<file path="src/rtl/spi_slave_regs.sv">
// SPI mode-0 slave with a small register file: one address byte (R/W + index)
// followed by one data byte per frame. All SPI pins are oversampled in clk.
module spi_slave_regs #(
    parameter int DATA_WIDTH = 8,
    parameter int REG_COUNT  = 16,
    parameter int ADDR_BITS  = 4
) (
    input  logic                  clk,
    input  logic                  rst_n,
    input  logic                  sclk,
    input  logic                  mosi,
    input  logic                  ss,
    output logic                  miso,
    output logic                  wr_valid,
    output logic [ADDR_BITS-1:0]  wr_addr,
    output logic [DATA_WIDTH-1:0] wr_data,
    output logic                  frame_err,
    input  logic [ADDR_BITS-1:0]  dbg_addr,
    output logic [DATA_WIDTH-1:0] dbg_data
);

    localparam int CNT_W = $clog2(DATA_WIDTH);
    localparam logic [CNT_W-1:0] LAST_BIT = CNT_W'(DATA_WIDTH - 1);

    typedef enum logic [1:0] {WAIT_IDLE, IDLE, ADDR, DATA} state_t;

    state_t                 state;
    logic [2:0]             ss_pipe;
    logic [2:0]             sclk_pipe;
    logic [1:0]             mosi_pipe;
    logic [1:0]             primed;
    logic [CNT_W-1:0]       bit_cnt;
    logic [DATA_WIDTH-1:0]  rx_shift;
    logic [DATA_WIDTH-1:0]  tx_shift;
    logic [ADDR_BITS-1:0]   idx;
    logic                   is_read;
    logic [DATA_WIDTH-1:0]  regs [REG_COUNT];

    logic                   sclk_rise, sclk_fall, ss_rise, ss_fall, ss_s, mosi_s;
    logic [DATA_WIDTH-1:0]  rx_next;
    logic [ADDR_BITS-1:0]   idx_next;

    always_ff @(posedge clk or negedge rst_n) begin
        if (!rst_n) begin
            ss_pipe   <= '1;
            sclk_pipe <= '0;
            mosi_pipe <= '0;
        end else begin
            ss_pipe   <= {ss_pipe[1:0], ss};
            sclk_pipe <= {sclk_pipe[1:0], sclk};
            mosi_pipe <= {mosi_pipe[0], mosi};
        end
    end

    always_comb begin
        ss_s      = ss_pipe[1];
        mosi_s    = mosi_pipe[1];
        sclk_rise = sclk_pipe[1] & ~sclk_pipe[2];
        sclk_fall = ~sclk_pipe[1] & sclk_pipe[2];
        ss_rise   = ss_pipe[1] & ~ss_pipe[2];
        ss_fall   = ~ss_pipe[1] & ss_pipe[2];
        rx_next   = {rx_shift[DATA_WIDTH-2:0], mosi_s};
        idx_next  = rx_next[ADDR_BITS-1:0];
        dbg_data  = regs[dbg_addr];
    end

    // primed masks the synchronizer's reset value of ss: WAIT_IDLE only trusts
    // ss_s once it reflects the real pin, so a reset mid-frame waits for ss high.
    always_ff @(posedge clk or negedge rst_n) begin
        if (!rst_n) begin
            state     <= WAIT_IDLE;
            primed    <= '0;
            bit_cnt   <= '0;
            rx_shift  <= '0;
            tx_shift  <= '0;
            idx       <= '0;
            is_read   <= 1'b0;
            miso      <= 1'b0;
            wr_valid  <= 1'b0;
            wr_addr   <= '0;
            wr_data   <= '0;
            frame_err <= 1'b0;
            for (int unsigned i = 0; i < REG_COUNT; i++) regs[i] <= '0;
        end else begin
            wr_valid  <= 1'b0;
            frame_err <= 1'b0;
            primed    <= {primed[0], 1'b1};
            case (state)
                WAIT_IDLE: begin
                    miso    <= 1'b0;
                    bit_cnt <= '0;
                    if (primed[1] && ss_s) state <= IDLE;
                end
                IDLE: begin
                    miso    <= 1'b0;
                    bit_cnt <= '0;
                    if (ss_fall) state <= ADDR;
                end
                ADDR: begin
                    if (ss_rise) begin
                        frame_err <= 1'b1;
                        miso      <= 1'b0;
                        bit_cnt   <= '0;
                        state     <= IDLE;
                    end else if (sclk_rise) begin
                        rx_shift <= rx_next;
                        if (bit_cnt == LAST_BIT) begin
                            bit_cnt <= '0;
                            is_read <= rx_next[DATA_WIDTH-1];
                            idx     <= idx_next;
                            state   <= DATA;
                            if (rx_next[DATA_WIDTH-1]) begin
                                tx_shift <= regs[idx_next];
                                miso     <= regs[idx_next][DATA_WIDTH-1];
                            end
                        end else begin
                            bit_cnt <= bit_cnt + 1'b1;
                        end
                    end
                end
                DATA: begin
                    // Final rise wins over a coincident ss rise.
                    if (sclk_rise && bit_cnt == LAST_BIT) begin
                        rx_shift <= rx_next;
                        miso     <= 1'b0;
                        bit_cnt  <= '0;
                        state    <= WAIT_IDLE;
                        if (!is_read) begin
                            regs[idx] <= rx_next;
                            wr_valid  <= 1'b1;
                            wr_addr   <= idx;
                            wr_data   <= rx_next;
                        end
                    end else if (ss_rise) begin
                        frame_err <= 1'b1;
                        miso      <= 1'b0;
                        bit_cnt   <= '0;
                        state     <= IDLE;
                    end else if (sclk_rise) begin
                        rx_shift <= rx_next;
                        bit_cnt  <= bit_cnt + 1'b1;
                    end else if (sclk_fall && is_read && bit_cnt != '0) begin
                        // The fall right after the 8th address rise keeps the MSB.
                        tx_shift <= {tx_shift[DATA_WIDTH-2:0], 1'b0};
                        miso     <= tx_shift[DATA_WIDTH-2];
                    end
                end
                default: state <= WAIT_IDLE;
            endcase
        end
    end

endmodule
</file>
<file path="config.mk">
export PLATFORM = sky130hd
export DESIGN_NAME = spi_slave_regs
export DESIGN_NICKNAME = d
export VERILOG_FILES = /design/src/rtl/spi_slave_regs.sv
export SDC_FILE = /design/constraint.sdc
export NUM_CORES = 1
export LEC_CHECK = 0
export ABC_CLOCK_PERIOD_IN_PS = 3300
export CAP_MARGIN = 20
export CELL_PAD_IN_SITES_DETAIL_PLACEMENT = 2
export CELL_PAD_IN_SITES_GLOBAL_PLACEMENT = 2
export CORE_MARGIN = 4
export CORE_UTILIZATION = 45
export DETAILED_ROUTE_END_ITERATION = 8
export PLACE_DENSITY = 0.83
export SYNTH_ARGS = -nofsm -noshare
export SYNTH_HDL_FRONTEND = slang
export SYNTH_SLANG_ARGS = --single-unit
</file>
<file path="constraint.sdc">
create_clock -name clk -period 3.3 [get_ports clk]
set_input_delay 0.66 -clock clk [delete_from_list [all_inputs] [get_ports clk]]
set_output_delay 0.66 -clock clk [all_outputs]
set_load 0.03 [all_outputs]
</file>
; ---- Yosys cells after proc, flatten, opt, wreduce, memory -nomap -nowiden
; Cells that the tools add are included.
[classes]
addsub = 1
multipliers = 0
div = 0
order_cmp = 4
n_eq_ne = 21
shift = 0
n_mux = 52
n_bitwise = 13
reduce_logical = 15
[op_table]
columns = operator, n
row1 = $bwmux W128, 1
row2 = $bmux W8 S4, 2
row3 = $mux W8, 8
row4 = $mux W7, 8
row5 = $demux W8 S4, 1
row6 = $ne A2 B2 Y1 const B, 10
row7 = $mux W3, 6
row8 = $pmux W8 S2, 1
row9 = $ge A5 B5 Y1 const B, 3
row10 = $not A4 Y5, 3
row11 = $mux W2, 7
row12 = $pmux W7 S2, 1
row13 = $mux W1, 13
row14 = $ne A3 B3 Y1 const B, 4
row15 = $ne A4 B4 Y1 const B, 3
row16 = $reduce_and A5 Y1, 2
row17 = $pmux W3 S3, 1
row18 = $reduce_and A9 Y1, 1
row19 = $pmux W2 S4, 1
row20 = $not A1 Y1, 6
row21 = $logic_and A1 B1 Y1, 5
row22 = $lt A5 B1 Y1 const B, 1
row23 = $and A1 B1 Y1, 4
row24 = $eq A2 B2 Y1 const B, 2
row25 = other kinds (12), 12
[word_totals]
ff_bits = 178
latchBits = 0
ram_bits = 0
rom_bits = 0
output_inout_bits = 23
mem_count = 0

; ---- Depth between registers and ports, before layout
[logic_depth]
depth_word = 9
ltp_mapped = 10
ltp_nobuf = 7

; ---- Worst setup path before layout
; Ideal clock, no wire load.
[synth_path]
kind = input to output
startpoint = in dbg_addr[0]
endpoint = out dbg_data[7]
arrival_time_ns = 2.278
path_slack_ns = 0.362
cell_stages = 4
cell_sequence = clkbuf_1 > buf_2 > mux4_2 > mux4_2
[synth_via]
elab_chain_len = 4
[synth_rtl]
columns = element, line_no
row1 = start: declaration, 18  ; input logic [ADDR_BITS-1:0] dbg_addr,
row2 = $not A4 Y5 (implied by the code), 64  ; dbg_data = regs[dbg_addr];
row3 = $bmux W8 S4, 64
row4 = $mux W8 (implied by the code) (2 in a row), 64
row5 = end: declaration, 19  ; output logic [DATA_WIDTH-1:0] dbg_data
; Every way passes these cells. The select of a mux whose other input is x is not followed.

; ---- Worst setup path in the final report
[layout_path]
startpoint = in dbg_addr[1]
endpoint = out dbg_data[2]
; Same word-level chain as after synthesis.

==> results.json <==
{
  "combPwrFrac": 0.141,
  "detailed_place.area_um2": 9790,
  "stdcell_count": 927,
  "finalCriticalPeriod_ps": 3170,
  "remaining_drc_errors": 0,
  "post_synth_most_frequent_cells": "174 x dfrtp_1, 137 x mux2_2, 71 x mux4_2, 50 x nand2_1, 34 x clkbuf_1",
  "hold_class": "primary input to asynchronous set/reset pin",
  "clkSinkCount": 177,
  "cts_made_buffers": 17,
  "gr-usage-all-layers": 0.296,
  "num_antenna_cells": 0,
  "synthToLayoutAreaGrowth_pct": 15.6,
  "viasPerCell": 6.42,
  "routabilityCongestion": 0.822,
  "yosysTopAreaCell": "dfrtp_1",
  "wl_per_cell_um": 33.5,
  "crit_end": "dbg_data[2]",
  "syn_avg_cell_area_um2": 14.7,
  "clock_path_buffers": 2,
  "initial_core_util": 0.460,
  "drive_above_1_share": 0.476,
  "start_kind": "primary input",
  "clk_pin_slew_ps": 70,
  "postSynthCellCount": 611,
  "synth_edf_count": 0,
  "reg2reg_slack_ps": 330,
  "max_cap_viol_count": 0,
  "fp.dieW_um": 149,
  "ys_seq_area_frac": 0.492,
  "setup_violations": 0,
  "postCtsSetupBuffers": 0,
  "hold_buffers": 0,
  "worstReg2RegStart": "bit_cnt[0]",
  "coreArea_um2": 19600,
  "synth_compound_area_frac": 0.0367,
  "finalPower_w": 0.00539,
  "tns_ps": 0,
  "worstSetupPathType": "primary input to primary output",
  "firstDrtPassIters": 6,
  "async_flop_share": 1.00,
  "status": "finished, final reports clean",
  "synth_ff_type": "dfrtp_1",
  "peakVddDrop_mv": 0.373,
  "clockPowerShare": 0.409,
  "synth_top_area_share": 0.484,
  "critPathMaxFanout": 32,
  "net-switching-power_w": 0.00169,
  "final_core_util": 0.531,
  "seq_power_share": 0.449,
  "drt-total-wl_um": 31100,
  "fin_area_um2": 10400,
  "finalCritPeriodShare": 0.961,
  "dpl.hpwl_um": 19200,
  "critPathLaunch": "dbg_addr[1]",
  "drt-initial-drc-count": 413,
  "power.leakage_nw": 4.83,
  "synth_warnings": 0,
  "reg2regPathDepth": 8,
  "slew_viol_final": 0,
  "synth_fa_ha_area_frac": 0.00556,
  "synthesis.area_um2": 9000,
  "fillCellCount": 1755,
  "seq_area_um2": 4440,
  "grt_pass1_vias": 6798,
  "clk_latency_ps": 440,
  "synth-simple-area-share": 0.0830,
  "clockRootBuffer": "clkbuf_16",
  "ios": 32,
  "dpl.cell_count": 895,
  "yosysMostFrequentCell": "dfrtp_1",
  "clock.fmax_ghz": 0.315,
  "crit_arrival_ps": 2510,
  "worst_pin_slew_ps": 1100,
  "synth_nets": 624,
  "portBuffers": 31,
  "synth_top_family_by_area": "multiplexers",
  "synthMuxAreaShare": 0.355,
  "hold_violations": 0,
  "synth_cell_type_count": 45,
  "ant_nets": 0,
  "grt_start_max_net_pins": 71,
  "grt_setup_unrepaired": "no",
  "multi_input_area_um2": 4330,
  "ys_seq_elements": 177,
  "endpoint_kind": "primary output",
  "rows": 51,
  "synth_xor_area_frac": 0,
  "p_int_w": 0.00371,
  "max_slew_margin": 0.266,
  "rr_endpoint": "regs[67]",
  "p_per_area_nw_per_um2": 518,
  "yosys-top-cells-area": "dfrtp_1 48%, mux4_2 18%, mux2_2 17%",
  "die_area_um2": 22300,
  "swShare": 0.313,
  "cts_resized": 0,
  "die_height_um": 149,
  "tritoncts": "built",
  "ctsHtreeMaxLevel": 4,
  "fin_skew_ps": 11.1,
  "antenna_found_initial": 0,
  "vias": 5954,
  "grt_pass1_wl_um": 47900,
  "nets": 662,
  "worstPathRequired_ps": 2640,
  "grt-ovfl-total": 0
}
area by class of cell:
cell class	instances	share of cell area
Clock buffer	17	0.0409
Clock inverter	15	0.0186
Multi-Input combinational cell	374	0.416
Sequential cell	177	0.426
Inverter	7	0.00252
Tap cell	265	0.0319
Timing Repair Buffer	72	0.0643
how the worst min path moves through the flow:
stage | slack [ps] | end | cells past startpoint | from
after global placement | 330 | primed[1] | 0 | primed[0]
final | 240 | sclk_pipe[1] | 1 | rst_n
after detailed placement | 340 | mosi_pipe[1] | 0 | mosi_pipe[0]
after global routing | 280 | sclk_pipe[0] | 1 | rst_n
after floorplan | 330 | mosi_pipe[1] | 0 | mosi_pipe[0]
after CTS | 260 | bit_cnt[1] | 1 | rst_n
worst max-delay path, cell delays in order:
cell	delay, ps
clkdlybuf4s50_1	530
buf_12	240
mux4_2	360
mux4_2	500
buf_4	190
power groups by stage:
stage                     sequential [W]  clock (W)  combinational (W)
final                            0.00242    0.00221           0.000763
after global placement           0.00243          0           0.000709
after detailed placement         0.00245          0           0.000741
after CTS                        0.00241    0.00223           0.000759
after floorplan                  0.00230          0           0.000545
after global routing             0.00243    0.00235           0.000822
metrics by stage:
stage	hold WS, ps	setup slack [ps]
after floorplan	331	362
after global placement	333	228
after detailed placement	341	162
after CTS	258	139
after global routing	284	114
final	240	128
metal layers:
layer	vias up	routed length (um)	global-route usage	part of all wire
met4	0	1010	0.0966	0.032
met3	64	1580	0.0588	0.051
met1	3254	12700	0.389	0.41
met5	-	0	0	0
li1	2402	-	-	-
met2	234	15800	0.497	0.51
state kept, by name (all words and copies together), names as in the netlist, 2 cells and up:
name / count
bit_cnt: 3
idx: 4
mosi_pipe: 2
primed: 2
regs: 128
rx_shift: 7
sclk_pipe: 3
ss_pipe: 3
state: 2
tx_shift: 7
wr_addr: 4
wr_data: 8
placed cells by master (no fill, tap or decap), drive strengths merged, types with 3 or more instances in the layout:
cell and n:
bufinv 3, buf 51, a22oi 12, nor2b 5, nor4 11, dfrtp 174
nand2b 8, a21oi 5, clkinv 3, clkbuf 17, a221o 6, o21ai 4
mux4 71, nor3 16, nand3b 3, nand3 9, inv 16, nand2 50
nor2 3, mux2i 4, dfstp 3, ha 4, mux2 138, clkdlybuf4s50 21
cells by family (layout without fill, tap and decap cells):
logic type,count (synthesis),in the layout
mux,213,213
flops,177,177
simple gates,113,113
buf+inv,60,111
compound gates,43,43
fa+ha+maj,4,4
other cells,1,1
Power figures use the tool's default switching activity.
